`config.mk`:
```
export PLATFORM = sky130hd
export DESIGN_NAME = radix4_booth_mult
export DESIGN_NICKNAME = d
export VERILOG_FILES = /design/src/rtl/radix4_booth_mult.sv
export SDC_FILE = /design/constraint.sdc
export NUM_CORES = 1
export LEC_CHECK = 0
export BUFFER_PORTS_ARGS = -buffer_cell sky130_fd_sc_hd__buf_2
export CORE_MARGIN = 3
export CORE_UTILIZATION = 63
export DETAILED_ROUTE_END_ITERATION = 12
export PLACE_DENSITY = 0.82
export SLEW_MARGIN = 0
export SYNTH_ARGS = -nofsm -noshare
export SYNTH_HDL_FRONTEND = slang
export SYNTH_SLANG_ARGS = --single-unit
```
`constraint.sdc`:
```
create_clock -name CLK -period 9.7 [get_ports CLK]
set_input_delay 1.94 -clock CLK [delete_from_list [all_inputs] [get_ports CLK]]
set_output_delay 1.94 -clock CLK [all_outputs]
set_load 0.02 [all_outputs]
```
`src/rtl/radix4_booth_mult.sv`:
```
// ---------------------------------------------------------------------------
// radix4_booth_mult
//   Sequential signed multiplier using radix-4 (modified Booth) recoding.
//   One Booth digit is retired per clock, so a WIDTH-bit operand pair takes
//   NDIG = WIDTH/2 digit cycles plus one cycle to publish the product.
//   Valid/ready on both sides, one transaction in flight, and the product is
//   held on C until the consumer takes it.
//
//   Optional build macro: RADIX4_MULT_ZERO_SKIP_EN
//     When defined, an operand pair with a zero operand skips the digit loop
//     and finishes with C = 0 one cycle after the input handshake.
// ---------------------------------------------------------------------------
module radix4_booth_mult #(
    parameter int WIDTH = 32
) (
    input  logic                 CLK,
    input  logic                 rst,
    input  logic                 vld_in,
    output logic                 rdy_in,
    input  logic [WIDTH-1:0]     A,
    input  logic [WIDTH-1:0]     B,
    output logic [2*WIDTH-1:0]   C,
    output logic                 vld_out,
    input  logic                 rdy_out
);

    // Digit count and datapath widths. The accumulator carries two guard
    // bits so that adding +/-2*mcand can never wrap.
    localparam int NDIG = WIDTH / 2;
    localparam int AW   = WIDTH + 2;              // accumulator / multiplicand
    localparam int PW   = AW + WIDTH + 1;         // {acc, multiplier, booth bit}
    localparam int CW   = $clog2(NDIG + 1);       // counts 0..NDIG

    typedef enum logic [1:0] {
        S_IDLE,
        S_BUSY,
        S_DONE
    } state_t;

    state_t              state_q;
    logic [AW-1:0]       mcand_q;
    logic [PW-1:0]       p_q;
    logic [CW-1:0]       cnt_q;
    logic [2*WIDTH-1:0]  c_q;
    logic                rdy_in_q;
    logic                vld_out_q;

    logic [2:0]          trip;
    logic [AW-1:0]       pp;
    logic [AW-1:0]       acc_sum;
    logic [PW-1:0]       p_d;

    assign rdy_in  = rdy_in_q;
    assign vld_out = vld_out_q;
    assign C       = c_q;

    // Booth digit recode of the current triplet and one accumulate-and-shift step.
    always_comb begin
        // NOTE: every signal written here gets a value before any branch, so
        // no path can leave it unassigned and infer a latch.
        trip    = p_q[2:0];
        pp      = '0;
        case (trip)
            3'b001, 3'b010: pp = mcand_q;            // +1
            3'b011:         pp = mcand_q << 1;       // +2
            3'b100:         pp = -(mcand_q << 1);    // -2
            3'b101, 3'b110: pp = -mcand_q;           // -1
            default:        pp = '0;                 // 000 / 111 -> 0
        endcase
        acc_sum = p_q[PW-1:WIDTH+1] + pp;
        // Arithmetic shift right by two: replicate the accumulator sign bit.
        p_d     = {{2{acc_sum[AW-1]}}, acc_sum, p_q[WIDTH:2]};
    end

`ifdef RADIX4_MULT_ZERO_SKIP_EN
    logic zero_op;
    // Captured multiplicand or multiplier is zero: the product is known to be 0.
    always_comb begin
        zero_op = (mcand_q == '0) || (p_q[WIDTH:1] == '0);
    end
`endif

    // Control FSM and datapath registers; all outputs come straight from flops.
    always_ff @(posedge CLK) begin
        if (rst) begin
            // NOTE: sequential state uses non-blocking assignments so every
            // register samples the pre-edge values of its neighbours.
            state_q   <= S_IDLE;
            mcand_q   <= '0;
            p_q       <= '0;
            cnt_q     <= '0;
            c_q       <= '0;
            rdy_in_q  <= 1'b1;
            vld_out_q <= 1'b0;
        end else begin
            case (state_q)
                S_IDLE: begin
                    if (vld_in && rdy_in_q) begin
                        mcand_q  <= {{2{A[WIDTH-1]}}, A};
                        p_q      <= {{AW{1'b0}}, B, 1'b0};
                        cnt_q    <= '0;
                        rdy_in_q <= 1'b0;
                        state_q  <= S_BUSY;
                    end
                end

                S_BUSY: begin
`ifdef RADIX4_MULT_ZERO_SKIP_EN
                    if ((cnt_q == '0) && zero_op) begin
                        c_q       <= '0;
                        vld_out_q <= 1'b1;
                        state_q   <= S_DONE;
                    end else
`endif
                    if (cnt_q == CW'(NDIG)) begin
                        // All digits retired: the exact product sits just
                        // above the Booth guard bit.
                        c_q       <= p_q[2*WIDTH:1];
                        vld_out_q <= 1'b1;
                        state_q   <= S_DONE;
                    end else begin
                        p_q   <= p_d;
                        cnt_q <= cnt_q + CW'(1);
                    end
                end

                S_DONE: begin
                    // Product stays on C until the consumer accepts it.
                    if (vld_out_q && rdy_out) begin
                        vld_out_q <= 1'b0;
                        rdy_in_q  <= 1'b1;
                        state_q   <= S_IDLE;
                    end
                end

                default: begin
                    state_q   <= S_IDLE;
                    rdy_in_q  <= 1'b1;
                    vld_out_q <= 1'b0;
                end
            endcase
        end
    end

endmodule

```
After elaboration in Yosys (flattened, before gate mapping)
Index checks and enable logic that the tools add are counted.

Register bits after elaboration: 172. Input port bits: 68. Output and inout port bits: 66. Logic and storage cells: 55.

Add/sub/neg operators: 4. Equal/unequal tests: 13. Mux-type cells: 17. Bitwise logic cells: 2. Reductions and logical operators: 12.

Operators by type and width (count): 34-bit one-hot mux with 4 select lines (1); 67-bit 2-to-1 mux (2); 67-bit one-hot mux with 2 select lines (1); 34-bit negator (2); 34-bit adder (1); 3-bit AND reduction (4); 5-bit 2-to-1 mux (2); 5-bit one-hot mux with 2 select lines (1); 3-bit == test (second input constant) (3); 2-bit != test (second input constant) (4); 3-bit by 2-bit == test with 1-bit output (second input constant) (2); 2-bit 2-to-1 mux (3); 1-bit one-hot mux with 3 select lines (2); 2-bit one-hot mux with 3 select lines (1); 5-bit by 1-bit adder with 5-bit output (second input constant) (1); 5-bit == test (second input constant) (1); 1-bit 2-to-1 mux (4); 2-bit AND reduction (2); 2-bit OR reduction (2); 3-bit by 1-bit == test with 1-bit output (second input constant) (1); 2-bit by 1-bit == test with 1-bit output (second input constant) (1); 2-bit == test (second input constant) (1); 1-bit logical AND (2); 2-bit zero test (1); other kinds (2) (3).

Depth between registers and ports, before layout
Word-level depth: 6. Gate-level depth with buffers: 21. Mapped depth without buffers: 21.

Least setup slack after synthesis
OpenSTA, ideal clock, no wires.

Path type: reg2reg. Start: register mcand_q[9]. End: register p_q[65]. Setup time: 0.070 ns. Data arrival time: 4.784 ns. Data required time: 9.630 ns. Slack: 4.846 ns. Cell stages (with the launch flop): 18. Path buffers: 2. Clock period less this slack: 4.854 ns. Cell sequence: dfxtp_1 -> buf_6 -> or4_1 -> buf_2 -> or4_4 -> or3_4 -> or4_4 -> or4b_4 -> a221oi_2 -> o21ai_0 -> ha_1 -> a21o_1 -> a21oi_1 -> nor2b_1 -> nand4_1 -> a21o_1 -> a2111oi_0 -> o21bai_1.

Cells in the longest elaborated chain, start to end: 5. Elaborated cells on any way between the ends: 6. Those cells by class: add/sub: 3; mux: 3.

RTL lines: from (decl) (RTL line 41) `logic [AW-1:0] mcand_q;`; from (signal assigned) (RTL line 99) `mcand_q <= {{2{A[WIDTH-1]}}, A};`; 34-bit negator, on equally long branches (RTL line 67, 66); 34-bit one-hot mux with 4 select lines (*) (RTL line 63) `case (trip)`; 34-bit adder (*) (RTL line 70) `acc_sum = p_q[PW-1:WIDTH+1] + pp;`; 67-bit 2-to-1 mux (*) (RTL line 115) `if (cnt_q == CW'(NDIG)) begin`; 67-bit one-hot mux with 2 select lines (*) (RTL line 96) `case (state_q)`; to (signal assigned) (RTL line 100) `p_q <= {{AW{1'b0}}, B, 1'b0};`; to (signal assigned) (RTL line 122) `p_q <= p_d;`; to (decl) (RTL line 42) `logic [PW-1:0] p_q;`.

Every way passes the cells marked *; elsewhere a longest branch is shown, timed or not. The select of a mux whose other input is x is not followed. A chain may end at the register's enable or synchronous reset.

Worst setup path after layout
Start: register mcand_q[0]. End: register p_q[65].

The elaborated chain is that of the path after synthesis.

==> flow_summary.toml <==
[cells_and_area]
drive_gt1_frac = 0.144
layout_common_cells = "nand2_1, dfxtp_1, a21oi_1"
diodes = 0
final_nets = 1491
layout_commonest_cell = "nand2_1"
area_growth_pct = 12.9

[cts]
clockBufferDepth = 2
cts_tree = "built"
cts_resized = 0
cts_sinks = 170
hold_buffers = 0
worstSkewPairLatency_ps = 440
htree_levels = 4
cts_setup_buffers = 0
cts_buffers = 17
clk_root_buffer_cell = "clkbuf_16"
path_clk_slew_ps = 80

[timing]
period_needed_ps = 5360
setup_violations = 0
worst_slew_pin_slew_ps = 1110
slew_violations = 0
timing.final.crit_share = 0.553
rsz0062_at_grt = "no"
fin_setup_tns_ps = 0
hold_violations = 0
finalClockSkew_ps = 11.3
fmax_mhz = 186
slew_headroom = 0.261

[pwr]
ir_drop_mv = 0.129
p_total_mw = 1.91
cellLeakagePower_nw = 4.64
p_per_area_nw_per_um2 = 174

[worst_hold_path]
hold_path.startpoint = "C[46]"
hold_path_end = "C[46]"
whs_path_depth = 2
hp-class = "register to register"

[global_routing]
grt_pass1_vias = 8466
grt_max_degree = 91
antenna_found_initial = 0
grt_pass1_wl_um = 41100
grt.overflow.total = 0
globalRouteTotalUtil = 0.295

[yosys]
ys_async_sr_fraction = 0
synth_top_area_cell = "dfxtp_1"
synth_compound_area_frac = 0.246
syn_nets = 1423
synth_top_family_by_area = "compound AO/OA/AOI/OAI gates"
ys.flop_type = "dfxtp_1"
synth.area.top_cells = "dfxtp_1, nand2_1, a21oi_1"
syn_area_per_cell_um2 = 7.39
synthXorXnorAreaFrac = 0.0710
synth_seq_area_share = 0.349
ys_types = 59
yosys.area_share.simple = 0.232
synth-seq-cells = 170
synth_top_area_frac = 0.349
synth_warnings = 0
synth-edff-count = 0
synthesis.area_um2 = 9740
synth_mux_area_frac = 0.00771
synth_cells = 1318
synth_fa_ha_area_frac = 0.0483

[critical_path]
cp-start-kind = "register"
critPathMaxStageDelay_ps = 650
crit_required_ps = 10070
crit_arrival_ps = 5740
critPathMostFrequentCell = "nand4_1"
rr_worst_depth = 20
worstSetupPathType = "register to register"
worst-path-buf-inv = 2
r2r_end = "p_q[65]"
path_depth = 20
reg2reg_slack_ps = 4340
crit_path_max_fanout = 7
critical-path-top-delay-family = "simple AND/OR/NAND/NOR gates"
crit_path_top_delay_cell = "nor3_1"
cp_cell_sequence = "inv_1 -> ha_1 -> or3b_2 -> nor3_1 -> nand3_1 -> nor3_1 -> nor2_1 -> xor2_1 -> a221oi_1 -> nor2_1 -> ha_1 -> and3_1 -> nand4_1 -> inv_1 -> nand4_1 -> a221o_1 -> nand4_1 -> nand3_1 -> a2111oi_0 -> o21bai_1"
end_kind = "register"
timing.rr.start = "mcand_q[0]"

[drt]
drt-wirelength-per-cell_um = 16.1
drc = 0
vias = 9731
totalWireLength_um = 25500
drtIter0Drc = 1047
viasPerCell = 6.15
dr.pass1.iters = 8
ant_nets = 0

[placement]
port_buffers = 133
gp_congestion = 0.984
place_hpwl_um = 17500

[die]
dieArea_um2 = 17000
num_rows = 44
die_x_um = 130
core_um2 = 14800
die_y_um = 130
io_pins = 134
start_util = 0.658

[status]
run_status = "finished clean"

[job]
cap_viol_max_count = 0
==> power breakdown <==
part / internal (mW) / switching (mW) / leakage [nW] / total [mW]
registers: 0.733 / 0.0411 / 1.38 / 0.774
logic: 0.170 / 0.275 / 2.95 / 0.445
clock network: 0.376 / 0.315 / 0.300 / 0.692
total: 1.28 / 0.631 / 4.64 / 1.91
==> cells in the mapped netlist, types with 6 or more instances <==
master	count
xnor2_1	50
or3_1	8
a22o_1	13
and2_1	7
clkbuf_1	82
nand2_1	335
a31oi_1	14
dfxtp_1	170
a21o_1	23
o21bai_1	8
nor2b_1	6
buf_1	11
ha_1	36
and3_1	6
a311oi_1	32
nor3_1	18
or4_1	8
inv_1	16
nand4_1	8
a22oi_1	25
xor2_1	29
nand3_1	15
a21oi_1	160
a221oi_1	19
o21ai_0	41
nor2_1	106
==> state kept, by name (all words and copies together), names as in the netlist <==
signal and cells:
rdy_in 1, vld_out 1, cnt_q 5, C 64, mcand_q 32, state_q 2, p_q 65
==> final cells by class <==
type | count | area (um2)
inverters | 16 | 60.1
fillers | 1253 | 3810
repair buffers | 148 | 781
multi-input cells | 1033 | 5910
flip-flops and latches | 170 | 3400
clock inverters | 14 | 171
well taps | 184 | 230
clock buffers | 18 | 439
==> routing by layer <==
metal  vias to the layer above  wire, um  GRT usage
met5                         -         0          0
met4                         0       536     0.0907
met3                        60      2150     0.0589
met2                       432     11300      0.444
met1                      4478     11500      0.427
li1                       4761         -          -
==> how the worst max path moves through the flow <==
stage / from / to / slack (ps)
floorplan: mcand_q[9] / p_q[65] / 4850
global placement: mcand_q[1] / p_q[62] / 4610
detailed placement: mcand_q[1] / p_q[62] / 4440
CTS: mcand_q[0] / p_q[65] / 4400
global route: mcand_q[0] / p_q[65] / 3770
finish: mcand_q[0] / p_q[65] / 4340
==> worst min-delay path: cells and delay by family (launching register included) <==
| kind | cells | cell delay [ps] |
|---|---|---|
| DFF | 1 | 310 |
| and+or+nand+nor | 1 | 50 |
| AOI/OAI and AO/OA | 1 | 50 |
==> per-stage QoR <==
| stage | instance area [um2] | hold slack (ps) | utilization | cells | setup WS, ps |
|---|---|---|---|---|---|
| 6_report | 11000 | 450 | 0.743 | 1583 | 4340 |
| 4_1_cts | 11000 | 453 | 0.743 | 1583 | 4400 |
| 2_1_floorplan | 9740 | 446 | - | 1318 | 4850 |
| 5_1_grt | 11000 | 468 | 0.743 | 1583 | 3770 |
| 3_3_place_gp | 10400 | 439 | 0.701 | 1551 | 4610 |
| 3_5_place_dp | 10400 | 443 | 0.701 | 1551 | 4440 |
==> cell families (layout without fill, tap and decap cells) <==
logic type      Yosys count  count (layout)
simple gates            538             538
compound gates          372             372
flops                   170             170
buf+inv                 115             196
xor+xnor                 79              79
fa+ha+maj                37              37
mux                       7               7
Note: power is estimated with default switching activity, not from simulation.
